==> config.mk <==
export PLATFORM = sky130hd
export DESIGN_NAME = booth_digit_streamer_flat
export DESIGN_NICKNAME = d
export VERILOG_FILES = /design/src/rtl/booth_pkg.sv /design/src/rtl/booth_digit_streamer_if.sv /design/src/rtl/booth_digit_enc.sv /design/src/rtl/booth_digit_streamer.sv /design/src/flat_wrapper.sv
export SDC_FILE = /design/constraint.sdc
export NUM_CORES = 1
export LEC_CHECK = 0
export CAP_MARGIN = 20
export CORE_MARGIN = 2
export CORE_UTILIZATION = 30
export CTS_BUF_LIST = sky130_fd_sc_hd__clkbuf_16
export DETAILED_ROUTE_END_ITERATION = 12
export PLACE_DENSITY = 0.54
export REMOVE_ABC_BUFFERS = 1
export SYNTH_ARGS = -nofsm -noshare
export SYNTH_HDL_FRONTEND = slang
export SYNTH_HIERARCHICAL = 1
export SYNTH_SLANG_ARGS = --single-unit
==> constraint.sdc <==
create_clock -name clk -period 2.95 [get_ports clk]
set_input_delay 0.885 -clock clk [delete_from_list [all_inputs] [get_ports clk]]
set_output_delay 0.885 -clock clk [all_outputs]
set_load 0.05 [all_outputs]
==> src/rtl/booth_pkg.sv <==
// rtl/booth_pkg.sv - shared constants, digit-count helper and state encoding for the Booth digit streamer
package booth_pkg;

  // Booth triplet codes {B[2i+1],B[2i],B[2i-1]}
  localparam logic [2:0] SEL_ZERO_P = 3'b000;
  localparam logic [2:0] SEL_P1A    = 3'b001;
  localparam logic [2:0] SEL_P1B    = 3'b010;
  localparam logic [2:0] SEL_P2     = 3'b011;
  localparam logic [2:0] SEL_M2     = 3'b100;
  localparam logic [2:0] SEL_M1A    = 3'b101;
  localparam logic [2:0] SEL_M1B    = 3'b110;
  localparam logic [2:0] SEL_ZERO_N = 3'b111;

  // Number of radix-4 digits needed to cover an n-bit signed multiplier
  function automatic int n_digits(input int n);
    return (n + 1) / 2;
  endfunction

  // Width of a digit index for d digits, never narrower than one bit
  function automatic int idx_width(input int d);
    return (d > 1) ? $clog2(d) : 1;
  endfunction

  typedef enum logic [0:0] {
    IDLE = 1'b0,
    EMIT = 1'b1
  } booth_state_e;

endpackage

==> src/rtl/booth_digit_streamer_if.sv <==
// rtl/booth_digit_streamer_if.sv - load and digit-stream handshake bundle
interface booth_digit_streamer_if
  import booth_pkg::*;
#(
  parameter int N = 10
);
  localparam int D  = n_digits(N);
  localparam int IW = idx_width(D);

  logic          in_valid;
  logic          in_ready;
  logic [N-1:0]  b_in;
  logic          skip_zero;
  logic          sel_valid;
  logic          sel_ready;
  logic [2:0]    sel;
  logic [IW-1:0] digit_idx;
  logic          neg;
  logic          last;

  // Side that supplies operands and consumes digits
  modport master (
    output in_valid, b_in, skip_zero, sel_ready,
    input  in_ready, sel_valid, sel, digit_idx, neg, last
  );

  // The recoder itself
  modport slave (
    input  in_valid, b_in, skip_zero, sel_ready,
    output in_ready, sel_valid, sel, digit_idx, neg, last
  );

endinterface

==> src/rtl/booth_digit_enc.sv <==
// rtl/booth_digit_enc.sv - classifies one Booth triplet as zero and/or negative
module booth_digit_enc
  import booth_pkg::*;
(
  input  logic [2:0] sel,
  output logic       zero,
  output logic       neg
);

  // 000 and 111 both select a zero partial product; a set top bit otherwise means subtract
  always_comb begin
    zero = (sel == SEL_ZERO_P) || (sel == SEL_ZERO_N);
    neg  = sel[2] & ~zero;
  end

endmodule

==> src/rtl/booth_digit_streamer.sv <==
// rtl/booth_digit_streamer.sv - sequential radix-4 Booth recoder streaming one digit per beat
module booth_digit_streamer
  import booth_pkg::*;
#(
  parameter int N = 10
)(
  input  logic                   clk,
  input  logic                   rst_n,
  booth_digit_streamer_if.slave  bus
);

  localparam int D  = n_digits(N);
  localparam int IW = idx_width(D);

  localparam logic [0:0] S_IDLE = IDLE;
  localparam logic [0:0] S_EMIT = EMIT;

  logic [0:0]    state;
  logic [2:0]    store [D];
  logic [D-1:0]  pending;
  logic          skip_r;

  logic [2*D:0]  bx;
  logic [2:0]    trip [D];
  logic [D-1:0]  dzero;
  logic [D-1:0]  dneg;
  logic          all_zero;
  logic [D-1:0]  emit_mask;
  logic [IW-1:0] cur_j;
  logic          cur_last;
  logic [2:0]    out_sel;
  logic          out_zero;
  logic          out_neg;
  logic          emitting;
  logic          beat_done;
  logic          unused_enc_bits;

  assign emitting  = (state == S_EMIT);
  assign beat_done = emitting && bus.sel_ready;

  // Extend the operand with B[-1]=0 below and sign bits above, then slice overlapping triplets
  always_comb begin
    bx    = '0;
    bx[0] = 1'b0;
    for (int k = 0; k < 2 * D; k++) begin
      if (k < N) bx[k+1] = bus.b_in[k];
      else       bx[k+1] = bus.b_in[N-1];
    end
    for (int i = 0; i < D; i++) begin
      trip[i] = {bx[2*i+2], bx[2*i+1], bx[2*i]};
    end
  end

  // Per-digit zero flags of the stored operand drive the zero-skip decision
  for (genvar g = 0; g < D; g++) begin : g_enc
    booth_digit_enc u_enc (
      .sel  (store[g]),
      .zero (dzero[g]),
      .neg  (dneg[g])
    );
  end

  assign all_zero = &dzero;

  // A pending digit is emitted unless zero-skip drops it; the top digit survives only for an all-zero operand
  always_comb begin
    emit_mask = '0;
    for (int i = 0; i < D; i++) begin
      emit_mask[i] = pending[i] &
                     (~skip_r | ~dzero[i] | ((i == D - 1) & all_zero));
    end
  end

  // Current digit is the lowest emittable one; it is last when nothing emittable lies above it
  always_comb begin
    cur_j    = '0;
    cur_last = 1'b1;
    for (int i = D - 1; i >= 0; i--) begin
      if (emit_mask[i]) cur_j = IW'(i);
    end
    for (int i = 0; i < D; i++) begin
      if (emit_mask[i] && (i > int'(cur_j))) cur_last = 1'b0;
    end
  end

  // Outputs are held at zero while idle so the bus reads clean after reset
  assign out_sel = emitting ? store[cur_j] : 3'b000;

  booth_digit_enc u_out_enc (
    .sel  (out_sel),
    .zero (out_zero),
    .neg  (out_neg)
  );

  // Per-digit negate flags and the output zero flag have no consumer here
  assign unused_enc_bits = ^{dneg, out_zero};

  assign bus.in_ready  = ~emitting;
  assign bus.sel_valid = emitting;
  assign bus.sel       = out_sel;
  assign bus.digit_idx = emitting ? cur_j : '0;
  assign bus.neg       = out_neg;
  assign bus.last      = emitting & cur_last;

  // Load captures every triplet at once; each accepted beat retires all digits up to the one shown
  always_ff @(posedge clk) begin
    if (!rst_n) begin
      state   <= S_IDLE;
      pending <= '0;
      skip_r  <= 1'b0;
      for (int i = 0; i < D; i++) store[i] <= 3'b000;
    end else if (!emitting) begin
      if (bus.in_valid) begin
        state   <= S_EMIT;
        pending <= '1;
        skip_r  <= bus.skip_zero;
        for (int i = 0; i < D; i++) store[i] <= trip[i];
      end
    end else if (beat_done) begin
      for (int i = 0; i < D; i++) begin
        if (i <= int'(cur_j)) pending[i] <= 1'b0;
      end
      if (cur_last) state <= S_IDLE;
    end
  end

endmodule

==> src/flat_wrapper.sv <==
// flat-port wrapper written by rule: the top's interface ports become plain ports
module booth_digit_streamer_flat import booth_pkg::*;
#(
  parameter int N = 10
)
  (clk, rst_n, bus_in_valid, bus_b_in, bus_skip_zero, bus_sel_ready, bus_in_ready, bus_sel_valid, bus_sel, bus_digit_idx, bus_neg, bus_last);
  booth_digit_streamer_if #(.N(N)) bus_i ();
  input  logic clk;
  input  logic rst_n;
  input wire logic [$bits(bus_i.in_valid)-1:0] bus_in_valid;
  input wire logic [$bits(bus_i.b_in)-1:0] bus_b_in;
  input wire logic [$bits(bus_i.skip_zero)-1:0] bus_skip_zero;
  input wire logic [$bits(bus_i.sel_ready)-1:0] bus_sel_ready;
  output wire logic [$bits(bus_i.in_ready)-1:0] bus_in_ready;
  output wire logic [$bits(bus_i.sel_valid)-1:0] bus_sel_valid;
  output wire logic [$bits(bus_i.sel)-1:0] bus_sel;
  output wire logic [$bits(bus_i.digit_idx)-1:0] bus_digit_idx;
  output wire logic [$bits(bus_i.neg)-1:0] bus_neg;
  output wire logic [$bits(bus_i.last)-1:0] bus_last;
  assign bus_i.in_valid = bus_in_valid;
  assign bus_i.b_in = bus_b_in;
  assign bus_i.skip_zero = bus_skip_zero;
  assign bus_i.sel_ready = bus_sel_ready;
  assign bus_in_ready = bus_i.in_ready;
  assign bus_sel_valid = bus_i.sel_valid;
  assign bus_sel = bus_i.sel;
  assign bus_digit_idx = bus_i.digit_idx;
  assign bus_neg = bus_i.neg;
  assign bus_last = bus_i.last;
  booth_digit_streamer #(.N(N)) u_core (.clk(clk), .rst_n(rst_n), .bus(bus_i));
endmodule
# Word level (Yosys, flattened, before mapping)
# Memory sizes are Yosys's and may differ from the RTL's.
# Index checks and enable logic that the tools add are counted.
[classes]
n_reduce_logical = 25
n_lt_le_gt_ge = 8
mux = 31
eq_ne = 11
bitwise_logic = 26
[op_table]
columns = ["op", "count"]
rows = [
  ["2-to-1 mux 3 bit", 12],
  ["equality test 3 bit, second input constant", 6],
  ["zero test 3 bit", 6],
  ["2-to-1 mux 1 bit", 16],
  ["2-to-1 mux 5 bit", 3],
  ["AND reduction 3 bit", 4],
  ["bitwise OR 1 bit", 11],
  ["inequality test 2 bit, second input constant", 5],
  ["NOT 1 bit", 8],
  ["AND 1 bit", 7],
  ["> comparator 2 x 3 -> 1 bit, first input constant", 2],
  ["less-or-equal comparator 2 x 3 -> 1 bit, first input constant", 2],
  ["logical OR 1 bit", 6],
  ["logical AND 1 bit", 5],
  ["AND reduction 5 bit", 1],
  ["AND reduction 2 bit", 2],
  ["> comparator 1 x 3 -> 1 bit, first input constant", 1],
  ["> comparator 3 bit, first input constant", 1],
  ["less-or-equal comparator 1 x 3 -> 1 bit, first input constant", 1],
  ["less-or-equal comparator 3 bit, first input constant", 1],
  ["nonzero test 2 bit", 1],
]
[totals]
mem_bits_rw = 15
input_bits = 15
ff_bits = 7
n_memories = 1
output_inout_bits = 10
[mem_list]
columns = ["name", "depth", "width", "read_ports", "rd_ports_with_merged_regs", "write_ports", "line", "source"]
rows = [
  ["u_core.store", 5, 3, 6, 0, 5, "booth_digit_streamer.sv:19", "logic [2:0] store [D];"],
]

# Depth between registers and ports, before layout
# Gate-level depths: netlist of the first run.
# An unclocked memory read counts as a cell.
[depth]
depth_word = 21
depth_mapped = 8

# Hierarchy
# Netlist of the first run, hierarchy kept.
[modules_own_cells]
columns = ["mod", "cells_each", "area_per_inst_um2", "n_inst", "seq_area_each_um2"]
rows = [
  ["booth_digit_streamer", 99, 1033.5, 1, 440.4],
  ["booth_digit_enc", 4, 22.5, 6, 0.0],
]

# Least setup slack after synthesis of the first run
# Ideal clock, no wire load.
[synth_path]
path_kind = "register to output"
from = "memory u_core.store[2][0]"
to = "output bus_neg"
path_stages_with_launch = 9
arrival_time_ps = 3650
slack_ps = -1585
n_path_buf = 0
required_ps = 2065
path_cell_list = "edfxtp_1 -> or3_1 -> nand2_1 -> nand4_1 -> a31oi_4 -> o21ai_2 -> a21boi_1 -> a2111oi_2 -> a21boi_0"
[synth_rtl]
columns = ["element", "line", "source"]
rows = [
  ["start, declared", "booth_digit_streamer.sv:19", ""],
  ["end, declared", "flat_wrapper.sv:18", "output wire logic [$bits(bus_i.neg)-1:0] bus_neg;"],
]

==> flow_summary_export.csv, run 1 <==
group,metric,value,unit
outcome,run_status,"finished, violations left",
outcome,violations,"setup timing",
synthesis,postSynthCellCount,115,
floorplanning,rows,22,
sta,rsz0062_at_grt,"true",
route,routed-via-count,1134,
sta,final-max-slew-violation-count,0,
route,drc_errors,0,
finish,finalCoreUtilization,55.69,%
setup_path,cp-end-kind,"primary output",
sta,fmax,303.9,MHz
grt,antenna_found_initial,0,
power_and_ir_drop,p_leak,0.8202,nW
clocking,cts.clk_slew.worst_paths,0.05,ns
finish,design.final.nets,194,
finish,area_growth,79.93,%
sta,min_period_over_period,111.5,%
sta,finalSetupViolCount,8,
setup_path,crit_type,"register to primary output",
floorplanning,die-height,65.00,um
finish,antenna_cells_inserted,0,
floorplanning,initial_utilization,30.95,%
route,drt_wl_total,3339,um
place,dpl_hpwl,2346,um
sta,fin_setup_tns,-1.637,ns
power_and_ir_drop,power_density,544.3,nW/um2
setup_path,cp.required,2.07,ns
setup_path,crit_chain,"or3_1, nand2_2, a21bo_4, nand3_4, a22oi_4, buf_6, mux2i_1, a211oi_2, a21boi_2, buf_12",
route,routed_via_density,5.018,
route,routed_wire_length_per_instance,14.77,um
min_path,timing.hold.worst.class,"register to register",
route,detail_route.iter0.violations,66,
run,timing.max_cap.violations,0,
power_and_ir_drop,report.power.total,0.001093,W
grt,grt_util_met3,3.472,%
setup_path,slowest_delay,0.41,ns
grt,grtUsageMet1,18.75,%
sta,fin_skew,0.002165,ns
setup_path,worst_ep_arrival_time,2.41,ns
route,antenna_violating_nets_post_route,0,
grt,grt_util_all_layers,17.16,%
floorplanning,ios,25,
grt,grt_pass1_wl,5471,um
floorplanning,fp.dieW,65.00,um
route,router_iterations_before_antenna_repair,4,
grt,grt_start_max_net_pins,20,
sta,post_route_worst_setup_slack,-0.3406,ns
synthesis,synth.avg_cell_area,9.705,um2
grt,grt_remaining_overflow,0,
clocking,insertion_delay,0.25,ns
synthesis,synthesis.area,1116,um2
synthesis,yosys_warnings,6,
setup_path,cpMaxStageDelayCell,"sky130_fd_sc_hd__edfxtp_1",
finish,final_layout_size_suffix_gt1_share,49.44,%
floorplanning,die_area,4224,um2
sta,final.min_clock_period,3.291,ns
sta,final_hold_viol_count,0,
clocking,cts_buffers,3,
grt,groute.layer.met2.usage,32.86,%
setup_path,critical_path.max_fanout,3,
place,routabilityCongestion,0.8319,
place,numPortBuffers,24,
floorplanning,core_region_area,3606,um2
power_and_ir_drop,ir_worst_vdd,0.2435,mV
grt,number_of_global_route_vias_before_repair,1143,
clocking,holdBufCountCts,0,
clocking,clock_tree.root_cell,"sky130_fd_sc_hd__clkbuf_16",
setup_path,critical_path.startpoint_type,"register",
clocking,tritoncts,"built",
clocking,cts-htree-levels,1,
clocking,cts_buffer_depth,2,
clocking,cts.sinks,17,
grt,top_usage_layer,"met2",
per-stage QoR:
stage	hold WS [ns]	instance area [um2]	setup slack, ns	instances
6_report	0.5426	2008	-0.3406	226
3_3_place_gp	0.5303	1690	-0.2349	211
2_1_floorplan	0.5091	1080	-1.485	110
5_1_grt	0.5628	2008	-0.4047	226
4_1_cts	0.5428	1931	-0.3433	221
3_5_place_dp	0.5297	1690	-0.2411	211
cell type report:
cell class	count	area [um2]
clock buffer	3	75.07
inverter	5	21.27
fill	309	1598
multi-input combinational	88	755.7
sequential	17	440.4
clock inverter	1	3.754
timing repair buffer	64	651.9
tap	48	60.06
power breakdown:
| group | internal [W] | total (W) | switching [W] |
|---|---|---|---|
| registers | 0.000276 | 0.000303 | 0.0000275 |
| logic | 0.000269 | 0.000510 | 0.000241 |
| clock network | 0.000181 | 0.000280 | 0.0000991 |
| total | 0.000725 | 0.00109 | 0.000368 |
what timing repair did:
item	CTS	global route
endpoints found under the setup margin	8	8
cloned	0	0
endpoints found under the hold margin	0	0
buffers inserted	7	5
pin swaps	15	10
resized for setup	26	9
state kept, by name, indices dropped and copies added, names as in the netlist:
name                  flops
u_core/bus.sel_valid      1
u_core/skip_r             1
u_core/store             10
u_core/pending            5
layout by cell type, fill, tap and decap left out, types with 3 or more instances in the layout:
cell / count
sky130_fd_sc_hd__nand2_1: 5
sky130_fd_sc_hd__nand2_2: 6
sky130_fd_sc_hd__inv_1: 4
sky130_fd_sc_hd__edfxtp_1: 10
sky130_fd_sc_hd__o21ai_0: 6
sky130_fd_sc_hd__buf_4: 34
sky130_fd_sc_hd__clkdlybuf4s50_1: 16
sky130_fd_sc_hd__clkbuf_16: 3
sky130_fd_sc_hd__o221a_2: 3
sky130_fd_sc_hd__buf_12: 9
sky130_fd_sc_hd__dfxtp_1: 7
sky130_fd_sc_hd__nor2b_1: 3
sky130_fd_sc_hd__or3_1: 4
sky130_fd_sc_hd__buf_6: 5
sky130_fd_sc_hd__and3_1: 10
sky130_fd_sc_hd__mux2i_1: 3
sky130_fd_sc_hd__nand3_1: 9
layer usage:
metal  wire length, um  up-vias
met3               153        5
met4                34        0
met2              1874       33
met1              1277      538
met5                 0        -
li1                  -      558
worst max-delay path: cells and delay by family (launching register included):
family / cells / cell delay, ns
buf+inv: 2 / 0.29
mux: 1 / 0.21
compound gates: 4 / 0.67
flops: 1 / 0.41
simple gates: 3 / 0.58
worst paths after layout:
| check | start | endpoint | slack (ns) | depth (start not counted) |
|---|---|---|---|---|
| max | u_core/store[2][0]$_SDFFCE_PN0P_ | bus_neg | -0.34 | 10 |
| min | u_core/pending[4]$_SDFFE_PN0P_ | u_core/pending[4]$_SDFFE_PN0P_ | 0.54 | 1 |
| max reg2reg | u_core/store[3][0]$_SDFFCE_PN0P_ | u_core/pending[4]$_SDFFE_PN0P_ | 0.94 | 8 |
| min reg2reg | u_core/pending[4]$_SDFFE_PN0P_ | u_core/pending[4]$_SDFFE_PN0P_ | 0.54 | 1 |
Note: power is estimated with default switching activity, not from simulation.
==> inputs of run 2 (changes only) <==
--- a/config.mk
+++ b/config.mk
@@ -10,7 +10,7 @@
 export CORE_UTILIZATION = 30
 export CTS_BUF_LIST = sky130_fd_sc_hd__clkbuf_16
 export DETAILED_ROUTE_END_ITERATION = 12
-export PLACE_DENSITY = 0.54
+export PLACE_DENSITY = 0.64
 export REMOVE_ABC_BUFFERS = 1
 export SYNTH_ARGS = -nofsm -noshare
 export SYNTH_HDL_FRONTEND = slang
==> flow_summary_export.csv, run 2 (synthesis results as in run 1) <==
group,metric,value,unit
finish,final_layout_size_suffix_gt1_share,39.63,%
floorplanning,ios,25,
sta,fin_setup_tns,-1.462,ns
floorplanning,die_area,4224,um2
sta,fmax,303.0,MHz
clocking,holdBufCountCts,0,
clocking,tritoncts,"built",
power_and_ir_drop,p_leak,0.7339,nW
route,router_iterations_before_antenna_repair,4,
finish,antenna_cells_inserted,0,
clocking,cts_buffers,3,
clocking,insertion_delay,0.25,ns
route,antenna_violating_nets_post_route,0,
grt,grt_util_all_layers,15.46,%
setup_path,critical_path.startpoint_type,"register",
grt,grt_start_max_net_pins,20,
setup_path,cp-end-kind,"primary output",
grt,grt_remaining_overflow,0,
grt,antenna_found_initial,0,
sta,finalSetupViolCount,7,
finish,mostFrequentLayoutCells,"24 x sky130_fd_sc_hd__buf_4, 16 x sky130_fd_sc_hd__clkdlybuf4s50_1, 11 x sky130_fd_sc_hd__and3_1",
floorplanning,fp.dieW,65.00,um
route,routed-via-count,1095,
floorplanning,core_region_area,3606,um2
finish,largest-register,"u_core/store",
run,timing.max_cap.violations,0,
power_and_ir_drop,internal_power,0.0006618,W
finish,area_growth,62.33,%
finish,reg.largest.list,"u_core/store: 10 flops, u_core/pending: 5 flops",
grt,grt_pass1_wl,5002,um
grt,number_of_global_route_vias_before_repair,1055,
sta,final_hold_viol_count,0,
setup_path,rrSetupSlack,0.99,ns
sta,min_period_over_period,111.9,%
sta,final.min_clock_period,3.301,ns
place,pre_cts_ws,-0.2288,ns
route,drc_errors,0,
clocking,cts_buffer_depth,2,
route,routed_via_density,5.165,
finish,area.sequential,440.4,um2
finish,design.final.nets,180,
setup_path,cp.required,2.07,ns
setup_path,worst_ep_arrival_time,2.42,ns
place,dpl_hpwl,2358,um
floorplanning,rows,22,
outcome,violations,"setup timing",
floorplanning,die-height,65.00,um
setup_path,crit_type,"register to primary output",
power_and_ir_drop,ir_worst_vdd,0.2759,mV
place,numPortBuffers,24,
route,routed_wire_length_per_instance,14.67,um
route,detail_route.iter0.violations,42,
finish,flip_flop_count_of_the_largest_register_after_layout,10,
power_and_ir_drop,seq_power_share,30.9,%
finish,finalCoreUtilization,50.24,%
power_and_ir_drop,report.power.total,0.0009871,W
min_path,timing.hold.worst.class,"register to register",
finish,num-fill-cells,317,
clocking,cts.clk_slew.worst_paths,0.05,ns
sta,rsz0062_at_grt,"true",
outcome,run_status,"finished, violations left",
floorplanning,initial_utilization,30.95,%
power_and_ir_drop,total_switching_power,0.0003253,W
power_and_ir_drop,power_density,544.8,nW/um2
sta,fin_skew,0.002145,ns
power_and_ir_drop,comb_power_share,41.8,%
sta,final-max-slew-violation-count,0,
finish,final_common_cell,"sky130_fd_sc_hd__buf_4",
clocking,cts-htree-levels,1,
setup_path,critical_path.max_fanout,4,
power_and_ir_drop,clock_power_share,27.3,%
route,drt_wl_total,3111,um
finish,multi_input_comb_area,689.4,um2
clocking,cts.sinks,17,
power_and_ir_drop,power.share.switching,32.95,%
clocking,clock_tree.root_cell,"sky130_fd_sc_hd__clkbuf_16",
sta,post_route_worst_setup_slack,-0.3508,ns
place,routabilityCongestion,0.9650,
[run 2: cell count changes in the layout (fill, tap and decap cells not counted), sizes merged]
cell	change
inv	-1
buf	-14
clkinv	+1
[run 2: timing repair]
item,CTS,global route
hold endpoints to repair,0,0
setup buffers,2,0
gates resized for setup,9,9
gates cloned,0,0
pin swaps,4,4
endpoints found under the setup margin,8,8
[run 2: layer usage]
layer | vias up | routed length [um] | global-route usage (%)
li1 | 532 | - | -
met4 | 0 | 60 | 8.245
met3 | 5 | 129 | 2.778
met1 | 527 | 1311 | 17.76
met2 | 31 | 1609 | 27.06
met5 | - | 0 | 0
[run 2: worst paths after layout]
path / from / to / cells after the start
setup / recovery: u_core/store[2][0]$_SDFFCE_PN0P_ / bus_neg / 9
hold / removal: u_core/pending[4]$_SDFFE_PN0P_ / u_core/pending[4]$_SDFFE_PN0P_ / 1
setup reg to reg: u_core/store[2][0]$_SDFFCE_PN0P_ / u_core/pending[1]$_SDFFE_PN0P_ / 9
hold reg to reg: u_core/pending[4]$_SDFFE_PN0P_ / u_core/pending[4]$_SDFFE_PN0P_ / 1
[run 2: critical path: stages, from the launching register on]
cell and delay [ns]:
sky130_fd_sc_hd__edfxtp_1 0.40, sky130_fd_sc_hd__or3_1 0.39, sky130_fd_sc_hd__nand2_2 0.11, sky130_fd_sc_hd__a21bo_4 0.15, sky130_fd_sc_hd__nand3_4 0.08, sky130_fd_sc_hd__a22oi_4 0.24, sky130_fd_sc_hd__mux2i_1 0.12, sky130_fd_sc_hd__a21oi_1 0.21
sky130_fd_sc_hd__a21boi_1 0.28, sky130_fd_sc_hd__buf_12 0.17
[run 2: per-stage QoR]
step           area, um2  hold WS [ns]  cells
2_1_floorplan       1080        0.5091    110
3_3_place_gp        1640        0.5244    206
3_5_place_dp        1640        0.5288    206
4_1_cts             1762        0.5550    212
5_1_grt             1812        0.5899    212
6_report            1812        0.5517    212
[run 2: power by group through the flow]
stage	clock (W)	sequential (W)	combinational, W
floorplan	0	0.000308	0.000190
global placement	0	0.000307	0.000363
detailed placement	0	0.000308	0.000371
CTS	0.000276	0.000303	0.000387
global route	0.000290	0.000309	0.000437
finish	0.000269	0.000305	0.000413
[run 2: area by class of cell]
| cell class | count | area share, % |
|---|---|---|
| well taps | 48 | 3.315 |
| inverters | 5 | 1.036 |
| repair buffers | 50 | 28.87 |
| flip-flops and latches | 17 | 24.31 |
| multi-input cells | 88 | 38.05 |
| clock inverters | 1 | 0.2762 |
| clock buffers | 3 | 4.144 |
